## config.mk

```make
export PLATFORM = sky130hd
export DESIGN_NAME = rng_scheduler
export DESIGN_NICKNAME = d
export VERILOG_FILES = /design/src/rtl/rng_scheduler.sv
export SDC_FILE = /design/constraint.sdc
export NUM_CORES = 1
export LEC_CHECK = 0
export ABC_AREA = 1
export CAP_MARGIN = 20
export CELL_PAD_IN_SITES_DETAIL_PLACEMENT = 0
export CELL_PAD_IN_SITES_GLOBAL_PLACEMENT = 2
export CORE_ASPECT_RATIO = 0.8
export CORE_UTILIZATION = 27
export DETAILED_ROUTE_END_ITERATION = 10
export GPL_ROUTABILITY_DRIVEN = 0
export GPL_TIMING_DRIVEN = 0
export PLACE_DENSITY_LB_ADDON = 0.12
export SETUP_SLACK_MARGIN = 0.4
export SLEW_MARGIN = 10
export SYNTH_ARGS = -nofsm -noshare
export SYNTH_HDL_FRONTEND = slang
export SYNTH_SLANG_ARGS = --single-unit
```

## constraint.sdc

```tcl
create_clock -name clk -period 2.6 [get_ports clk]
set_clock_uncertainty 0.05 [all_clocks]
set_input_delay 0.52 -clock clk [delete_from_list [all_inputs] [get_ports clk]]
set_output_delay 0.52 -clock clk [all_outputs]
set_load 0.1 [all_outputs]
```

## src/rtl/rng_scheduler.sv

```systemverilog
// Round-robin arbiter and reseed sequencer for the shared 8-bit LFSR; serves bounded draws by masked rejection sampling.
// Optional lock-up detection (stuck port) is compiled in with `define RNG_SCHED_STUCK_DET_EN.
module rng_scheduler #(
  parameter int         N_REQ     = 4,
  parameter logic [7:0] SEED_INIT = 8'hA5,
  parameter int         MAX_DRAWS = 8
) (
  input  logic                 clk,
  input  logic                 rst,
  input  logic [7:0]           rand_in,
  output logic                 lfsr_rst,
  output logic [7:0]           lfsr_seed,
  input  logic [7:0]           seed,
  input  logic                 seed_load,
  input  logic [N_REQ-1:0]     req,
  input  logic [8*N_REQ-1:0]   limit,
  output logic [N_REQ-1:0]     gnt,
  output logic [7:0]           value,
  output logic                 valid,
  output logic                 busy
`ifdef RNG_SCHED_STUCK_DET_EN
  ,
  output logic                 stuck
`endif
);

  localparam int         IW        = $clog2(N_REQ);
  localparam logic [3:0] LAST_DRAW = 4'(MAX_DRAWS - 1);

  typedef enum logic [1:0] {
    ST_SEED = 2'd0,
    ST_IDLE = 2'd1,
    ST_DRAW = 2'd2
  } state_t;

  // Smallest 2^k-1 covering lim, by smearing the top set bit downwards.
  function automatic logic [7:0] mask_of(input logic [7:0] lim);
    logic [7:0] m;
    m = lim | (lim >> 1);
    m = m | (m >> 2);
    m = m | (m >> 4);
    return m;
  endfunction

  // An all-zero seed would lock the LFSR, so substitute all-ones.
  function automatic logic [7:0] fix_seed(input logic [7:0] s);
    return (s == 8'h00) ? 8'hFF : s;
  endfunction

  // Returns {found, index} of the first request at or after ptr, wrapping.
  function automatic logic [IW:0] rr_pick(input logic [N_REQ-1:0] r, input logic [IW-1:0] ptr);
    logic [IW:0] res;
    int          j;
    res = '0;
    for (int i = N_REQ - 1; i >= 0; i--) begin
      j = int'(ptr) + i;
      if (j >= N_REQ) begin
        j = j - N_REQ;
      end else begin
        j = j;
      end
      if (r[j]) begin
        res = {1'b1, IW'(j)};
      end else begin
        res = res;
      end
    end
    return res;
  endfunction

  state_t             state_q, state_d;
  logic               lfsr_rst_q, lfsr_rst_d;
  logic [7:0]         lfsr_seed_q, lfsr_seed_d;
  logic               seed_pend_q, seed_pend_d;
  logic [IW-1:0]      rr_q, rr_d;
  logic [IW-1:0]      owner_q, owner_d;
  logic [7:0]         lim_q, lim_d;
  logic [7:0]         mask_q, mask_d;
  logic [3:0]         cnt_q, cnt_d;
  logic [N_REQ-1:0]   gnt_q, gnt_d;
  logic [7:0]         value_q, value_d;
  logic               valid_q, valid_d;
  logic               busy_q, busy_d;
  logic [7:0]         cand;
  logic [IW:0]        pick;
  logic               accept;
  logic [7:0]         acc_val;
`ifdef RNG_SCHED_STUCK_DET_EN
  logic               stuck_q, stuck_d;
  logic               zero_prev_q, zero_prev_d;
  logic               zero_now;
`endif

  // Next-state, datapath and output computation.
  always_comb begin
    state_d     = state_q;
    lfsr_rst_d  = 1'b0;
    lfsr_seed_d = lfsr_seed_q;
    seed_pend_d = seed_pend_q;
    rr_d        = rr_q;
    owner_d     = owner_q;
    lim_d       = lim_q;
    mask_d      = mask_q;
    cnt_d       = cnt_q;
    gnt_d       = '0;
    value_d     = value_q;
    valid_d     = 1'b0;
    accept      = 1'b0;
    acc_val     = 8'h00;
    cand        = rand_in & mask_q;
    pick        = rr_pick(req, rr_q);

    if (seed_load) begin
      lfsr_seed_d = fix_seed(seed);
      seed_pend_d = 1'b1;
    end else begin
      lfsr_seed_d = lfsr_seed_q;
    end

    case (state_q)
      ST_SEED: begin
        state_d = ST_IDLE;
      end
      ST_IDLE: begin
        if (seed_pend_q || seed_load) begin
          state_d     = ST_SEED;
          lfsr_rst_d  = 1'b1;
          seed_pend_d = 1'b0;
        end else if (pick[IW]) begin
          owner_d = pick[IW-1:0];
          lim_d   = limit[{pick[IW-1:0], 3'b000} +: 8];
          mask_d  = mask_of(limit[{pick[IW-1:0], 3'b000} +: 8]);
          cnt_d   = 4'd0;
          state_d = ST_DRAW;
        end else begin
          state_d = ST_IDLE;
        end
      end
      ST_DRAW: begin
        if (cand <= lim_q) begin
          accept  = 1'b1;
          acc_val = cand;
        end else if (cnt_q == LAST_DRAW) begin
          // Halving a rejected masked value always lands within lim.
          accept  = 1'b1;
          acc_val = cand >> 1;
        end else begin
          cnt_d = cnt_q + 4'd1;
        end
      end
      default: begin
        state_d    = ST_SEED;
        lfsr_rst_d = 1'b1;
      end
    endcase

    if (accept) begin
      value_d = acc_val;
      valid_d = 1'b1;
      gnt_d   = {{(N_REQ-1){1'b0}}, 1'b1} << owner_q;
      rr_d    = (owner_q == IW'(N_REQ - 1)) ? '0 : owner_q + IW'(1);
      state_d = ST_IDLE;
    end else begin
      value_d = value_q;
    end

`ifdef RNG_SCHED_STUCK_DET_EN
    zero_now    = (state_q != ST_SEED) && (rand_in == 8'h00);
    zero_prev_d = zero_now;
    stuck_d     = stuck_q;
    // Lock-up pre-empts everything; a software seed arriving now is dropped.
    if (zero_now && zero_prev_q) begin
      stuck_d     = 1'b1;
      lfsr_seed_d = SEED_INIT;
      seed_pend_d = 1'b0;
      state_d     = ST_SEED;
      lfsr_rst_d  = 1'b1;
      gnt_d       = '0;
      valid_d     = 1'b0;
      value_d     = value_q;
      rr_d        = rr_q;
    end else begin
      stuck_d = stuck_q;
    end
`endif

    busy_d = (state_d != ST_IDLE);
  end

  // State and output registers.
  always_ff @(posedge clk or posedge rst) begin
    if (rst) begin
      state_q     <= ST_SEED;
      lfsr_rst_q  <= 1'b1;
      lfsr_seed_q <= SEED_INIT;
      seed_pend_q <= 1'b0;
      rr_q        <= '0;
      owner_q     <= '0;
      lim_q       <= 8'h00;
      mask_q      <= 8'h00;
      cnt_q       <= 4'd0;
      gnt_q       <= '0;
      value_q     <= 8'h00;
      valid_q     <= 1'b0;
      busy_q      <= 1'b1;
`ifdef RNG_SCHED_STUCK_DET_EN
      stuck_q     <= 1'b0;
      zero_prev_q <= 1'b0;
`endif
    end else begin
      state_q     <= state_d;
      lfsr_rst_q  <= lfsr_rst_d;
      lfsr_seed_q <= lfsr_seed_d;
      seed_pend_q <= seed_pend_d;
      rr_q        <= rr_d;
      owner_q     <= owner_d;
      lim_q       <= lim_d;
      mask_q      <= mask_d;
      cnt_q       <= cnt_d;
      gnt_q       <= gnt_d;
      value_q     <= value_d;
      valid_q     <= valid_d;
      busy_q      <= busy_d;
`ifdef RNG_SCHED_STUCK_DET_EN
      stuck_q     <= stuck_d;
      zero_prev_q <= zero_prev_d;
`endif
    end
  end

  assign lfsr_rst  = lfsr_rst_q;
  assign lfsr_seed = lfsr_seed_q;
  assign gnt       = gnt_q;
  assign value     = value_q;
  assign valid     = valid_q;
  assign busy      = busy_q;
`ifdef RNG_SCHED_STUCK_DET_EN
  assign stuck     = stuck_q;
`endif

endmodule

```

Yosys cells after proc, flatten, opt, wreduce, memory -nomap -nowiden
Index checks and enable logic that the tools add are counted.

operators by class
  shift-type cells = 2
  add/subtract/negate cells = 9
  reductions and logical operators = 7
  equal/unequal tests = 9
  bitwise gates (word level) = 5
  order comparisons = 9
  multiplexer cells = 44

operators with widths
  operator                                              number
  < comparator 32 x 4 -> 1 bit (second input constant)  4
  2-to-1 mux 32 bit                                     4
  variable part select 32 x 6 -> 8 bit                  1
  2-to-1 mux 8 bit                                      3
  2-to-1 mux 4 bit                                      5
  2-to-1 mux 1 bit                                      16
  2-to-1 mux 3 bit                                      4
  subtractor 3 x 3 -> 4 bit (second input constant)     3
  >= comparator 3 bit (second input constant)           3
  bitwise AND 8 bit                                     1
  binary-select mux 1 bit (select 2 bit)                4
  <= comparator 8 bit                                   1
  logical NOT 8 bit                                     1
  2-to-1 mux 2 bit                                      4
  inequality test 2 bit (second input constant)         4
  OR 8 x 4 -> 8 bit                                     1
  OR 8 x 6 -> 8 bit                                     1
  OR 8 x 7 -> 8 bit                                     1
  one-hot mux 4 bit (2 select lines)                    1
  2-to-1 mux 7 bit                                      1
  adder 2 x 2 -> 3 bit (second input constant)          2
  one-hot mux 2 bit (3 select lines)                    1
  AND reduction 5 bit                                   1
  adder 4 x 1 -> 4 bit (second input constant)          1
  16 further kinds                                      17

storage, ports and cells
  register bits after elaboration = 50
  output and inout port bits = 23

Depth between registers and ports, before layout
Gate-level depths: netlist (run 1).

  depth in word-level cells = 15
  mapped depth = 19

Least setup slack after synthesis (run 1)
OpenSTA, ideal clock, no wires.

  path type = input port to flip-flop
  start point = input rand_in[3]
  end point = register value_q[7] (netlist: value[7])
  arrival time = 2.078 ns
  setup slack = 0.376 ns
  stages = 12
  path through = nand2_1 -> inv_1 -> ha_1 -> nand2_1 -> o21ai_0 -> nand2_1 -> o211ai_1 -> nand2_1 -> o21ai_1 -> clkbuf_1 -> nand2_1 -> o31ai_1

between the ends
  word-level cells in the longest chain between the ends = 4
  elaborated cells on any way between the ends = 6

ends and longest elaborated chain
  what                                                         line  RTL
  from (decl)                                                  10    input logic [7:0] rand_in,
  bitwise AND 8 bit (*)                                        110   cand = rand_in & mask_q;
  <= comparator 8 bit (*)                                      140   if (cand <= lim_q) begin
  2-to-1 mux 8 bit / 2-to-1 mux 1 bit (equally long branches)  140
  2-to-1 mux 8 bit / 2-to-1 mux 1 bit (equally long branches)  120   case (state_q)
  to (signal assigned)                                         221   value_q <= value_d;
  to (decl)                                                    81    logic [7:0] value_q, value_d;

Every way passes the cells marked *; elsewhere a longest branch is shown, timed or not.
A chain may end at the register's enable or synchronous reset.

Worst setup path after layout (run 1)
  start point = input rand_in[6]
  end point = register cnt_q[3]

between the ends
  word-level cells in the longest chain between the ends = 4

ends and longest elaborated chain
  what                             line  RTL
  bitwise AND 8 bit                110
  <= comparator 8 bit              140
  inequality test 2 bit (no line)  -
  AND reduction 5 bit (no line)    -
  to (signal assigned)             219   cnt_q <= cnt_d;
  to (decl)                        79    logic [3:0] cnt_q, cnt_d;

Every way passes these cells.

==> impl_metrics.json, run 1 <==
{
  "period_needed_ns": 2.19,
  "cts.reportedPaths.clkPinSlew_ns": 0.06,
  "synthesis.area_sq_um": 2840,
  "drt_iter0_drc": 101,
  "slowest_delay_ns": 0.27,
  "setup_tns_ns": 0,
  "worstSetupEndpoint": "cnt_q[3]",
  "netlist-cell-type-count": 29,
  "yosys-top-cells-area": "dfrtp_1 38%, nand2_1 16%, nand3_1 7.7%",
  "worstPathRequired_ns": 2.75,
  "fin_area_sq_um": 4770,
  "rows": 33,
  "post-synth-top-count-cell": "nand2_1",
  "dpl-instance-area_sq_um": 3800,
  "wirelength_um": 8250,
  "ios": 78,
  "critical_path_arrival_ns": 2.34,
  "grt_pass1_wl_um": 13200,
  "fillers": 1061,
  "setup_viol": 0,
  "cts_buffer_depth": 2,
  "overflow": 0,
  "timing.final.crit_share_pct": 84.2,
  "drtPass1Iterations": 6,
  "r2r_cells": 12,
  "synth_edf_count": 0,
  "die_width_um": 117,
  "cts_inserted_buffers": 5,
  "fin_util_pct": 46.6,
  "grt_max_degree": 28,
  "slowest_stage": "ha_4",
  "startpoint_type": "input pin",
  "start_util_pct": 27.8,
  "yosys.area.top_type": "dfrtp_1",
  "cp_max_fo": 4,
  "h-tree-depth": 2,
  "grt_pass1_vias": 2732,
  "cap_viol_max_count": 0,
  "vias": 2845,
  "io_buffers": 76,
  "die_area_sq_um": 11000,
  "clockRootBuffer": "clkbuf_16",
  "async_reset_ff_share_pct": 100,
  "fin_ws_ns": 0.410,
  "drc": 0,
  "relSlewSlack_pct": 35.3,
  "hold_class": "register to register",
  "syn_area_per_cell_sq_um": 7.50,
  "syn2layout_area_growth_pct": 67.7,
  "clk_latency_ns": 0.29,
  "rsz0062_at_grt": "yes",
  "dp_hpwl_um": 5830,
  "end_kind": "register",
  "worstSetupPathType": "input pin to register",
  "r2r_end": "cnt_q[3]",
  "status": "finished clean",
  "seq_area_sq_um": 1240,
  "synth_ff_type": "dfrtp_1",
  "synth.top_cell.area_share_pct": 37.8,
  "multiInputGateArea_sq_um": 1830,
  "wire_per_inst_um": 12.8,
  "cp_cell_sequence": "clkdlybuf4s15_1 -> nand2_2 -> inv_2 -> ha_4 -> o21ai_4 -> nor2_4 -> nand2_1 -> o211ai_1 -> nand2_1 -> o21ai_4 -> o21ai_4 -> buf_6 -> o31ai_2",
  "netlist_top_cells_count": "120 x nand2_1, 44 x nand3_1, 44 x o21ai_0, 43 x dfrtp_1, 41 x inv_1",
  "hold_buffers": 0,
  "tightest_slew_ns": 0.974,
  "worst-path-buf-inv": 3,
  "n_antenna_cell": 0,
  "drive_above_1_share_pct": 34.8,
  "grt_util_all_layers_pct": 15.4,
  "rr_startpoint": "mask_q[2]",
  "syn_inst": 379,
  "yosysWarnings": 0,
  "tritoncts": "built",
  "worstSetupStartpoint": "rand_in[6]",
  "viasPerCell": 4.42,
  "ys_seq_area_share_pct": 43.4,
  "r2r_slack_ns": 0.43,
  "dieHeight_um": 93.8,
  "hold_violations": 0,
  "core_area_sq_um": 10200,
  "final_max_slew_viol_count": 0,
  "nets": 569,
  "cts.sinks": 49,
  "place_ws_ns": -0.325,
  "crit_family": "compound AO/OA/AOI/OAI gates",
  "cpMostUsedCell": "o21ai_4",
  "fmaxAchievable_mhz": 457,
  "syn_nets": 446,
  "synth_seq_cells": 49,
  "drtAntennaViolNets": 0,
  "antenna_found_initial": 0,
  "crit_cells": 13
}
-- state kept, by name (all words and copies together), names as in the netlist --
register	count
valid	1
gnt	4
busy	1
lim_q	8
rr_q	2
value	8
owner_q	2
lfsr_seed	8
lfsr_rst	1
mask_q	7
seed_pend_q	1
state_q	2
cnt_q	4
-- kinds of logic after synthesis --
group / synth area share, %
DFF: 43.4
and+or+nand+nor: 31.2
buffers and inverters: 8.31
xor gates and xnor gates: 0.308
AOI/OAI and AO/OA: 11.5
adders and majority gates: 5.28
-- timing repair --
action                     CTS  global route
gates resized for setup    102            95
buffers inserted            23            11
setup endpoints to repair   62            34
gates cloned                 2             3
pin swaps                   31            44
-- worst register-to-register path: stages (launching register included) --
cell	delay (ns)
dfrtp_1	0.41
nand2_2	0.09
inv_2	0.04
ha_1	0.28
nand2_2	0.06
o21ai_2	0.13
nand2_1	0.07
o211ai_1	0.10
nand2_1	0.15
o21ai_4	0.26
o21ai_4	0.13
buf_6	0.15
o31ai_2	0.16
-- cell usage in the layout (no fill, tap or decap), types with 3 or more instances in the layout --
| cell | instances |
|---|---|
| nand3_1 | 30 |
| inv_2 | 14 |
| nor2_1 | 14 |
| nor2_4 | 4 |
| o21ai_4 | 4 |
| nand2_2 | 29 |
| buf_4 | 23 |
| inv_1 | 28 |
| o21ai_2 | 3 |
| buf_6 | 14 |
| nand2_1 | 84 |
| o21ai_1 | 6 |
| dlygate4sd2_1 | 24 |
| clkdlybuf4s50_1 | 42 |
| clkbuf_16 | 6 |
| nand2_8 | 3 |
| clkdlybuf4s15_2 | 4 |
| dfstp_2 | 6 |
| nand2_4 | 19 |
| clkbuf_4 | 3 |
| inv_4 | 3 |
| clkdlybuf4s15_1 | 4 |
| ha_1 | 7 |
| a21oi_1 | 4 |
| o21ai_0 | 35 |
| ha_4 | 5 |
| dfrtp_1 | 41 |
| nand3_2 | 14 |
-- cell type report --
| cell class | count | area share, % |
|---|---|---|
| buffer | 9 | 1.73 |
| sequential | 49 | 25.9 |
| timing repair buffer | 114 | 22.7 |
| tap | 140 | 3.67 |
| clock buffer | 7 | 2.99 |
| clock inverter | 1 | 0.630 |
| inverter | 46 | 3.88 |
| multi-input combinational | 277 | 38.4 |
-- routing by layer --
metal | vias to the layer above | routed length (um) | part of all wire [%] | track usage [%]
li1 | 1465 | - | - | -
met1 | 1306 | 4070 | 49 | 21.3
met2 | 68 | 3750 | 45 | 24.7
met3 | 6 | 358 | 4.3 | 2.97
met4 | 0 | 71 | 0.86 | 3.80
met5 | - | 0 | 0 | 0
-- stage by stage --
step | hold WS, ns | instances
final | 0.417 | 643
after CTS | 0.420 | 629
after global routing | 0.442 | 643
after floorplan | 0.399 | 379
after detailed placement | 0.408 | 596
after global placement | 0.408 | 595
-- worst min path at each step --
stage / start / to / slack [ns] / cells after the start
2_1_floorplan: mask_q[0] / mask_q[0] / 0.40 / 2
3_3_place_gp: lfsr_seed[7] / lfsr_seed[7] / 0.41 / 2
3_5_place_dp: lfsr_seed[0] / lfsr_seed[0] / 0.41 / 2
4_1_cts: lfsr_seed[0] / lfsr_seed[0] / 0.42 / 2
5_1_grt: lfsr_seed[5] / lfsr_seed[5] / 0.44 / 2
6_report: lfsr_seed[0] / lfsr_seed[0] / 0.42 / 2
Power of run 1 is not shown: default switching activity piles up to over one toggle a cycle in this logic, so the estimate is an artifact.
==> run 2, diff against run 1 <==
--- a/config.mk
+++ b/config.mk
@@ -10,7 +10,7 @@
 export CELL_PAD_IN_SITES_DETAIL_PLACEMENT = 0
 export CELL_PAD_IN_SITES_GLOBAL_PLACEMENT = 2
 export CORE_ASPECT_RATIO = 0.8
-export CORE_UTILIZATION = 27
+export CORE_UTILIZATION = 24
 export DETAILED_ROUTE_END_ITERATION = 10
 export GPL_ROUTABILITY_DRIVEN = 0
 export GPL_TIMING_DRIVEN = 0
==> constraint.sdc (replaced) <==
create_clock -name clk -period 1.98 [get_ports clk]
set_clock_uncertainty 0.05 [all_clocks]
set_input_delay 0.396 -clock clk [delete_from_list [all_inputs] [get_ports clk]]
set_output_delay 0.396 -clock clk [all_outputs]
set_load 0.1 [all_outputs]
==> run 2 against run 1 <==
Compared with the run above: the run now ends with negative setup slack left; sequential share of layout area down 1.4 points; core utilization down 2.9 points; flip-flop and latch count unchanged; via count up 2.4%; count of clock-buffer cells in the layout unchanged; critical path depth up 7; worst hold slack worse by 0.015 ns; wire length up 2.8%; first-iteration DRC count down 3.0%; global-route usage down 1.4 points; highest routed layer unchanged.
==> impl_metrics.json, run 2 (synthesized netlist as in run 1, its figures left out) <==
{
  "status": "complete, but fails checks",
  "violations": "negative setup slack",
  "vias": 2914,
  "cts.sinks": 49,
  "cap_viol_max_count": 0,
  "grt_pass1_vias": 2909,
  "viasPerCell": 4.36,
  "whs_path_depth": 3,
  "antenna_found_initial": 0,
  "hold_end": "lfsr_seed[7]",
  "hold_violations": 0,
  "setup_viol": 34,
  "clk_latency_ns": 0.29,
  "r2r_cells": 20,
  "rr_startpoint": "rr_q[0]",
  "end_kind": "register",
  "overflow": 0,
  "final_cell_mix": "68 x nand2_1, 44 x nand2_2, 43 x clkdlybuf4s50_1",
  "cp_cell_sequence": "clkinv_4 -> nand2_2 -> nand2_2 -> nand2_2 -> nand2_2 -> buf_6 -> nor2_4 -> nor2_4 -> nand2_8 -> nand2_8 -> buf_6 -> buf_6 -> nand2_2 -> nand3_2 -> nand2_2 -> nand2_1 -> nor2_1 -> nand2_1 -> nand2_1 -> nand2_1",
  "core_area_sq_um": 11500,
  "fillers": 1170,
  "dp_hpwl_um": 5990,
  "relSlewSlack_pct": 64.4,
  "die_width_um": 124,
  "cts.reportedPaths.clkPinSlew_ns": 0.06,
  "worstSetupStartpoint": "rr_q[0]",
  "wirelength_um": 8480,
  "drive_above_1_share_pct": 47.0,
  "seq_area_sq_um": 1240,
  "rows": 35,
  "fmaxAchievable_mhz": 447,
  "nets": 587,
  "tritoncts": "built",
  "cpMostUsedCell": "nand2_2",
  "wire_per_inst_um": 12.7,
  "drt_iter0_drc": 98,
  "cts_buffer_depth": 2,
  "cp_max_fo": 8,
  "drtPass1Iterations": 4,
  "syn2layout_area_growth_pct": 77.0,
  "tightest_slew_ns": 0.531,
  "grt_util_all_layers_pct": 14.0,
  "r2r_slack_ns": -0.26,
  "worstSetupPathType": "register to register",
  "rsz0062_at_grt": "yes",
  "final_max_slew_viol_count": 0,
  "ios": 78,
  "drtAntennaViolNets": 0,
  "timing.final.crit_share_pct": 113,
  "critical_path_arrival_ns": 2.36,
  "dieHeight_um": 99.4,
  "grt_max_degree": 32,
  "cts_inserted_buffers": 5,
  "worstPathRequired_ns": 2.11,
  "slowest_delay_ns": 0.46,
  "slowest_stage": "dfrtp_2",
  "final_common_cell": "nand2_1",
  "fin_ws_ns": -0.255,
  "hold_class": "input pin to register",
  "fin_cells": 669,
  "start_util_pct": 24.7,
  "startpoint_type": "register",
  "clockRootBuffer": "clkbuf_16",
  "n_antenna_cell": 0,
  "r2r_end": "mask_q[0]",
  "h-tree-depth": 2,
  "die_area_sq_um": 12300,
  "drc": 0,
  "hold_buffers": 0,
  "io_buffers": 76,
  "multiInputGateArea_sq_um": 1940,
  "min_from": "seed_load",
  "grt_pass1_wl_um": 13600,
  "place_inst": 604,
  "period_needed_ns": 2.24
}
run 2: cell types whose count changed in the layout (fill, tap and decap cells not counted), moves of 13 or more:
cell,before,now
o21ai_0,35,13
dlygate4sd2_1,24,10
buf_2,2,17
nand2_2,29,44
o21ai_1,6,19
nand2_1,84,68
buf_4,23,41
run 2: cell type report:
type                            instances  share of cell area [%]
Buffer                                  9                    2.24
Clock buffer                            7                    2.63
Multi-Input combinational cell        275                    38.6
Timing Repair Buffer                  134                    24.0
Tap cell                              148                    3.68
Sequential cell                        49                    24.6
Inverter                               46                    4.20
Clock inverter                          1                   0.149
run 2: what timing repair did:
action	4_1_cts	5_1_grt
pin swaps	40	33
buffers inserted	38	14
setup endpoints to repair	66	46
gates cloned	2	3
resized for setup	209	105
run 2: how the worst max path moves through the flow:
stage                 to  slack (ns)  depth (start not counted)
3_3_place_gp    cnt_q[0]       -0.73                         14
6_report       mask_q[0]       -0.26                         20
4_1_cts        mask_q[0]       -0.21                         20
2_1_floorplan   cnt_q[0]        0.05                         13
3_5_place_dp    cnt_q[0]       -0.73                         14
5_1_grt        mask_q[0]       -0.41                         20
run 2: worst max-delay path, delay by kind of cell (launching register included):
kind / cells / cell delay [ns]
buffers and inverters: 4 / 0.52
and+or+nand+nor: 16 / 1.10
DFF: 1 / 0.46
run 2: metrics by stage:
step           setup WS [ns]  util, %  instance area, sq um  TNS [ns]  hold slack (ns)
2_1_floorplan         0.0452        -                  2970         0            0.380
3_3_place_gp          -0.734     34.0                  3910    -23.09            0.406
3_5_place_dp          -0.726     34.2                  3930    -23.27            0.413
4_1_cts               -0.212     39.3                  4530     -1.90            0.410
5_1_grt               -0.409     43.7                  5030     -8.22            0.436
6_report              -0.255     43.7                  5030     -4.48            0.401
run 2: metal layers:
layer	GRT usage [%]	wire [um]	vias up
met2	22.5	3900	65
met4	3.52	95	0
met3	2.47	309	9
met5	0	0	-
li1	-	-	1503
met1	19.3	4170	1337
Power of run 2 is left out for the same reason.
==> run 3, diff against run 2 <==
--- a/config.mk
+++ b/config.mk
@@ -6,7 +6,6 @@
 export NUM_CORES = 1
 export LEC_CHECK = 0
 export ABC_AREA = 1
-export CAP_MARGIN = 20
 export CELL_PAD_IN_SITES_DETAIL_PLACEMENT = 0
 export CELL_PAD_IN_SITES_GLOBAL_PLACEMENT = 2
 export CORE_ASPECT_RATIO = 0.8
==> constraint.sdc (replaced) <==
create_clock -name clk -period 1.9 [get_ports clk]
set_clock_uncertainty 0.05 [all_clocks]
set_input_delay 0.38 -clock clk [delete_from_list [all_inputs] [get_ports clk]]
set_output_delay 0.38 -clock clk [all_outputs]
set_load 0.1 [all_outputs]
==> run 3 against run 2 <==
Compared with the run above: the run still ends with negative setup slack left; cell area rose by 6.9%; setup slack improved by 0.0045 ns; critical path depth fell by 7; sequential share of layout area fell by 1.6 points; register-to-register slack barely moved; non-clock buffer count rose by 20; flip-flop and latch count did not move; final cell count rose by 3.4%.
==> impl_metrics.json, run 3 (synthesized netlist as in run 1, its figures left out) <==
{
  "final_cell_mix": "72 x nand2_1, 58 x buf_4, 41 x dfrtp_1",
  "drtPass1Iterations": 4,
  "worstPathRequired_ns": 2.03,
  "drt_iter0_drc": 107,
  "cts_buffer_depth": 2,
  "fin_ws_ns": -0.251,
  "grt_max_degree": 50,
  "drtAntennaViolNets": 0,
  "slowest_delay_ns": 0.41,
  "hold_buffers": 0,
  "r2r_cells": 13,
  "fmaxAchievable_mhz": 465,
  "cts_inserted_buffers": 5,
  "end_kind": "register",
  "vias": 3055,
  "start_util_pct": 24.7,
  "final_max_slew_viol_count": 0,
  "hold_violations": 0,
  "cp_max_fo": 6,
  "viasPerCell": 4.41,
  "die_width_um": 124,
  "rsz0062_at_grt": "yes",
  "rows": 35,
  "slowest_stage": "dfrtp_1",
  "wirelength_um": 9260,
  "rr_startpoint": "mask_q[3]",
  "n_antenna_cell": 0,
  "overflow": 0,
  "relSlewSlack_pct": 59.1,
  "cp_cell_sequence": "nand2_2 -> inv_2 -> ha_4 -> nand2_4 -> o21ai_2 -> nand2_1 -> o211ai_1 -> nand2_2 -> o21ai_4 -> o21ai_4 -> inv_2 -> o21ai_1 -> o21a_1",
  "top_layer": "met4",
  "hold_class": "input pin to register",
  "route.met3.wl_um": 264,
  "status": "complete, but fails checks",
  "min_from": "seed[4]",
  "r2r_slack_ns": -0.25,
  "period_needed_ns": 2.15,
  "ios": 78,
  "dp_hpwl_um": 5950,
  "cts.reportedPaths.clkPinSlew_ns": 0.06,
  "whs_path_depth": 3,
  "final_common_cell": "nand2_1",
  "grt_util_all_layers_pct": 15.1,
  "antenna_found_initial": 0,
  "wire_per_inst_um": 13.4,
  "multiInputGateArea_sq_um": 2050,
  "violations": "negative setup slack",
  "grt_pass1_wl_um": 14600,
  "setup_viol": 39,
  "syn2layout_area_growth_pct": 89.3,
  "cap_viol_max_count": 0,
  "die_area_sq_um": 12300,
  "core_area_sq_um": 11500,
  "drive_above_1_share_pct": 49.6,
  "r2r_end": "cnt_q[0]",
  "dieHeight_um": 99.4,
  "cts.sinks": 49,
  "h-tree-depth": 2,
  "worstSetupEndpoint": "cnt_q[0]",
  "grt_pass1_vias": 3027,
  "wl_met1_um": 4440,
  "fillers": 1119,
  "tritoncts": "built",
  "io_buffers": 76,
  "tightest_slew_ns": 0.612,
  "critical_path_arrival_ns": 2.28,
  "clockRootBuffer": "clkbuf_16",
  "clk_latency_ns": 0.29,
  "timing.final.crit_share_pct": 113,
  "startpoint_type": "register",
  "seq_area_sq_um": 1240,
  "nets": 610,
  "worstSetupPathType": "register to register",
  "place_ws_ns": -0.786,
  "wl_met2_um": 4480,
  "worstSetupStartpoint": "mask_q[3]",
  "drc": 0
}
run 3: cell count changes in the layout (fill, tap and decap cells not counted), moves of 5 or more:
| cell | previous run | this run |
|---|---|---|
| nand2_2 | 44 | 38 |
| buf_2 | 17 | 5 |
| clkbuf_4 | 1 | 8 |
| nand3_1 | 28 | 23 |
| buf_6 | 21 | 27 |
| buf_4 | 41 | 58 |
run 3: routing by layer:
| layer | GRT usage (%) | up-vias |
|---|---|---|
| met1 | 20.7 | 1429 |
| met4 | 3.06 | 0 |
| met3 | 2.06 | 8 |
| met5 | 0 | - |
| met2 | 25.3 | 62 |
| li1 | - | 1556 |
run 3: worst min path at each step:
stage                              end  slack, ns
after floorplan               cnt_q[0]       0.36
after global placement    lfsr_seed[0]       0.41
after detailed placement  lfsr_seed[2]       0.41
after CTS                 lfsr_seed[0]       0.39
after global routing      lfsr_seed[2]       0.38
final                     lfsr_seed[4]       0.35
run 3: area by class of cell:
type,count,share of cell area [%]
Clock inverter,1,0.163
Buffer,9,2.09
Sequential cell,49,23.0
Timing Repair inverter,1,0.139
Clock buffer,7,2.46
Tap cell,148,3.44
Inverter,46,3.88
Multi-Input combinational cell,277,38.1
Timing Repair Buffer,154,26.7
run 3: repair_timing:
item | 4_1_cts | 5_1_grt
gates cloned | 8 | 3
pin swaps | 44 | 25
buffers inserted | 51 | 19
gates resized for setup | 250 | 105
setup endpoints to repair | 69 | 97
run 3: per-stage QoR:
stage	hold WS, ns	instances	cell area [sq um]	utilization [%]	setup TNS, ns
final	0.349	692	5380	46.7	-6.06
after global placement	0.407	603	3900	33.8	-25.79
after detailed placement	0.408	603	3900	33.8	-25.78
after CTS	0.388	670	4810	41.8	-5.20
after floorplan	0.364	379	2950	-	-0.156
after global routing	0.377	692	5380	46.7	-10.57
run 3: critical path, delay by kind of cell (launching register included):
family / cells / cell delay [ns]
adders and majority gates: 1 / 0.28
and+or+nand+nor: 4 / 0.33
buffers and inverters: 2 / 0.16
DFF: 1 / 0.41
AOI/OAI and AO/OA: 6 / 0.81
Power of run 3 is left out for the same reason.
